--- config.mk ---
export PLATFORM = sky130hd
export DESIGN_NAME = pipeline_hazard_unit
export DESIGN_NICKNAME = d
export VERILOG_FILES = /design/src/rtl/pipeline_hazard_unit.sv
export SDC_FILE = /design/constraint.sdc
export NUM_CORES = 1
export LEC_CHECK = 0
export CORE_UTILIZATION = 45
export CTS_CLUSTER_DIAMETER = 40
export DETAILED_ROUTE_END_ITERATION = 12
export GPL_TIMING_DRIVEN = 0
export HOLD_SLACK_MARGIN = 0.02
export PLACE_DENSITY = 0.7
export SKIP_CTS_REPAIR_TIMING = 1
export SYNTH_ARGS = -nofsm -noshare
export SYNTH_HDL_FRONTEND = slang
export SYNTH_SLANG_ARGS = --single-unit
--- constraint.sdc ---
create_clock -name clk -period 2.15 [get_ports clk]
set_input_delay 0.215 -clock clk [delete_from_list [all_inputs] [get_ports clk]]
set_output_delay 0.215 -clock clk [all_outputs]
set_load 0.1 [all_outputs]
--- src/rtl/pipeline_hazard_unit.sv ---
// pipeline_hazard_unit: stage tag scoreboard producing EX forwarding selects and an ID load-use stall
module pipeline_hazard_unit #(
    parameter int AW       = 5,
    parameter int DEPTH    = 3,
    parameter int NSRC     = 2,
    parameter int LOAD_LAT = 2,
    parameter int CNT_W    = 16
) (
    input  logic                              clk,
    input  logic                              reset,
    input  logic                              id_valid,
    input  logic [NSRC*AW-1:0]                id_src,
    input  logic [NSRC-1:0]                   id_src_use,
    input  logic [AW-1:0]                     id_rd,
    input  logic                              id_regwr,
    input  logic                              id_load,
    input  logic                              flush,
    input  logic                              ext_stall,
    output logic                              stall,
    output logic [NSRC*$clog2(DEPTH)-1:0]     fwd_sel,
    output logic [CNT_W-1:0]                  stall_cycles
);
    localparam int SELW = $clog2(DEPTH);

    logic [DEPTH-1:0]         t_v, t_regwr, t_load;
    logic [DEPTH-1:0][AW-1:0] t_rd;
    logic [NSRC*AW-1:0]       ex_src;
    logic [NSRC-1:0]          ex_use;
    logic                     bubble;

    always_comb begin
        stall = 1'b0;
        for (int i = 0; i < NSRC; i++)
            for (int k = 0; k < LOAD_LAT - 1; k++)
                if (t_v[k] && t_regwr[k] && t_load[k] && t_rd[k] != '0 &&
                    id_src_use[i] && t_rd[k] == id_src[i*AW +: AW])
                    stall = 1'b1;
        stall = stall && id_valid && !flush;
    end

    // Scan oldest to youngest so the youngest matching producer overwrites the select last
    always_comb begin
        fwd_sel = '0;
        for (int i = 0; i < NSRC; i++)
            for (int k = DEPTH - 1; k >= 1; k--)
                if (t_v[k] && t_regwr[k] && !(t_load[k] && k < LOAD_LAT) && t_rd[k] != '0 &&
                    ex_use[i] && t_rd[k] == ex_src[i*AW +: AW])
                    fwd_sel[i*SELW +: SELW] = SELW'(k);
    end

    assign bubble = !id_valid || flush || stall;

    always_ff @(posedge clk or posedge reset) begin
        if (reset) begin
            t_v          <= '0;
            t_rd         <= '0;
            t_regwr      <= '0;
            t_load       <= '0;
            ex_src       <= '0;
            ex_use       <= '0;
            stall_cycles <= '0;
        end else if (!ext_stall) begin
            t_v     <= {t_v[DEPTH-2:0], !bubble};
            t_rd    <= {t_rd[DEPTH-2:0], id_rd};
            t_regwr <= {t_regwr[DEPTH-2:0], id_regwr};
            t_load  <= {t_load[DEPTH-2:0], id_load};
            ex_src  <= id_src;
            ex_use  <= bubble ? '0 : id_src_use;
            if (stall && stall_cycles != '1)
                stall_cycles <= stall_cycles + 1'b1;
        end
    end
endmodule
==> flow_summary.json <==
{
  "synthesis.nets": 239,
  "yosys_most_used_dff": "dfrtp_1",
  "worst_slack_ns": -0.0818,
  "cts_tree": "yes",
  "relSlewSlack": 0.343,
  "grt_overflow": 0,
  "yosys-top-cells-count": "51 x dfrtp_1, 32 x mux2_2, 29 x xnor2_1",
  "synth_top_area_cell": "dfrtp_1",
  "hp-class": "input port to async pin",
  "coreArea_mm2": 0.00551,
  "outcome": "finished with violations",
  "clock.fmax_mhz": 448,
  "cts-buffers-inserted": 5,
  "die_w_um": 77.4,
  "num_io_pins": 45,
  "gp_congestion": 0.791,
  "fin_skew_ns": 0.00366,
  "crit_path_max_fanout": 4,
  "synthTopCellsByArea": "dfrtp_1 50%, mux2_2 14%, xnor2_1 9.9%, xor2_1 5.5%, nand3_1 3.9%",
  "total_power_mw": 2.06,
  "initial_core_util": 0.464,
  "drt-total-wl_um": 5500,
  "fin_crit_sh": 1.04,
  "drc": 2,
  "drv_slew": 0,
  "cap_violations": 0,
  "hpwl_um": 3910,
  "rows": 27,
  "synthesis.area_mm2": 0.00256,
  "clk_pin_slew_worst_paths_ns": 0.09,
  "worstSkewPairLatency_ns": 0.30,
  "yosysMostFrequentCell": "dfrtp_1",
  "ir_drop_uv": 438,
  "tightestPinTransition_ns": 0.983,
  "vias": 1847,
  "yosysSeqAreaShare": 0.499,
  "nFillCells": 480,
  "cts_buffer_depth": 2,
  "hold-worst-slack_ns": 0.175,
  "worstSetupEndpointType": "primary output",
  "crit_type": "register to primary output",
  "track_usage": 0.197,
  "cts_num_sinks": 51,
  "wl_per_cell_um": 15.8,
  "yosys_warnings": 0,
  "portBuffers": 43,
  "antenna_cells": 0,
  "via_per_inst": 5.31,
  "fin_crit_ns": 2.23,
  "drt_pass1_iterations": 8,
  "violations": "design-rule violations, negative setup slack",
  "dieArea_mm2": 0.00599,
  "synthDistinctLibCells": 33,
  "powerDensity_mw_per_mm2": 605,
  "syn_area_per_cell_um2": 11.9,
  "synth_cells": 214,
  "final_nets": 300,
  "required_ns": 1.93,
  "grt_pass1_wl_um": 9130,
  "htreeDepth": 2,
  "ys_ff_latch": 51,
  "async_reset_ff_frac": 1.00,
  "final_antenna_net_count": 0,
  "p_leak_nw": 1.28,
  "final_util": 0.619,
  "root_buffer": "clkbuf_8",
  "grt_pass1_vias": 1825,
  "die-height_um": 77.4,
  "layout-drive-gt1-share": 0.348,
  "rsz0062_at_grt": "true",
  "area.growth.synth_to_final_pct": 33.4,
  "synth.top_cell.area_share": 0.499,
  "hold_viol": 0,
  "drt_iter0_drc": 73,
  "finalSetupViolCount": 2,
  "antenna_found_initial": 0,
  "grt_max_degree": 39,
  "synth_edf_count": 0,
  "setup_tns_ns": -0.129,
  "worst_ep_arrival_time_ns": 2.02,
  "setup.worst_path.start_class": "register"
}
-- final cells by class --
| class | instances | area [µm²] | share of cell area |
|---|---|---|---|
| multi-input cells | 155 | 1340 | 0.392 |
| plain buffers | 5 | 27.5 | 0.00807 |
| flip-flops and latches | 51 | 1300 | 0.382 |
| clock buffers | 7 | 76.3 | 0.0224 |
| repair buffers | 54 | 558 | 0.164 |
| well taps | 72 | 90.1 | 0.0264 |
| clock inverters | 1 | 5.00 | 0.00147 |
| inverters | 3 | 11.3 | 0.00330 |
-- cells in the final DEF (no fill, tap or decap), types with 6 or more instances in the layout --
cell	synthesis	final
buf_4	0	10
clkdlybuf4s50_1	0	38
dfrtp_1	51	29
dfrtp_2	0	22
mux2_2	32	32
nand2_1	8	8
nand3_1	20	20
nand4_1	6	6
xnor2_1	29	29
xor2_1	16	16
-- worst max-delay path, stage by stage, from the launching register on --
cell and delay (ns):
dfrtp_2 0.44, buf_4 0.14, xor2_1 0.15, nor4_2 0.36, nand3_1 0.18, nor2_4 0.20, nor3_4 0.07, buf_12 0.16
-- path summary, 6_finish.rpt --
check                                              from  slack (ns)  cells past startpoint                           end
setup / recovery                    t_rd[7]$_DFFE_PP0N_       -0.08                      7                    fwd_sel[3]
hold / removal                                    reset        0.18                      2   stall_cycles[1]$_DFFE_PP0P_
setup reg to reg                    t_rd[1]$_DFFE_PP0N_        0.15                      6   stall_cycles[1]$_DFFE_PP0P_
hold reg to reg            stall_cycles[10]$_DFFE_PP0P_        0.48                      1  stall_cycles[10]$_DFFE_PP0P_
max in group asynchronous                         reset        1.45                      3  stall_cycles[13]$_DFFE_PP0P_
min in group clk                              ext_stall        0.21                      2        t_regwr[0]$_DFFE_PP0N_
-- flip-flops by register name, summed over array words and instances, names as in the netlist --
register      cells
t_load            2
t_regwr           3
t_v               3
ex_use            2
t_rd             15
ex_src           10
stall_cycles     16
-- metrics by stage --
step / cell area, µm² / std cells / setup slack (ns)
after floorplan: 2630 / 214 / -0.181
after global placement: 3150 / 329 / -0.947
after detailed placement: 3170 / 330 / -0.942
after CTS: 3250 / 338 / -1.05
after global routing: 3410 / 348 / -0.129
final: 3410 / 348 / -0.0818
-- kinds of logic after synthesis --
group / count (synthesis) / share of synthesized area
flops: 51 / 0.499
buf+inv: 8 / 0.0152
xor+xnor: 45 / 0.154
fa+ha+maj: 1 / 0.00489
compound gates: 7 / 0.0274
mux: 33 / 0.147
simple gates: 69 / 0.152
-- report_power, final --
group          total, mW  switching, mW  internal [mW]
Sequential          1.15          0.109           1.04
Combinational      0.377          0.154          0.223
Clock              0.530          0.301          0.229
Total               2.06          0.565           1.50
-- layer usage --
metal	track usage	vias up	share of wire
met5	0	-	0
met4	0.0566	0	0.017
met3	0.0376	8	0.037
met2	0.330	37	0.50
met1	0.261	920	0.44
li1	-	882	-
Note: power is estimated with default switching activity, not from simulation.
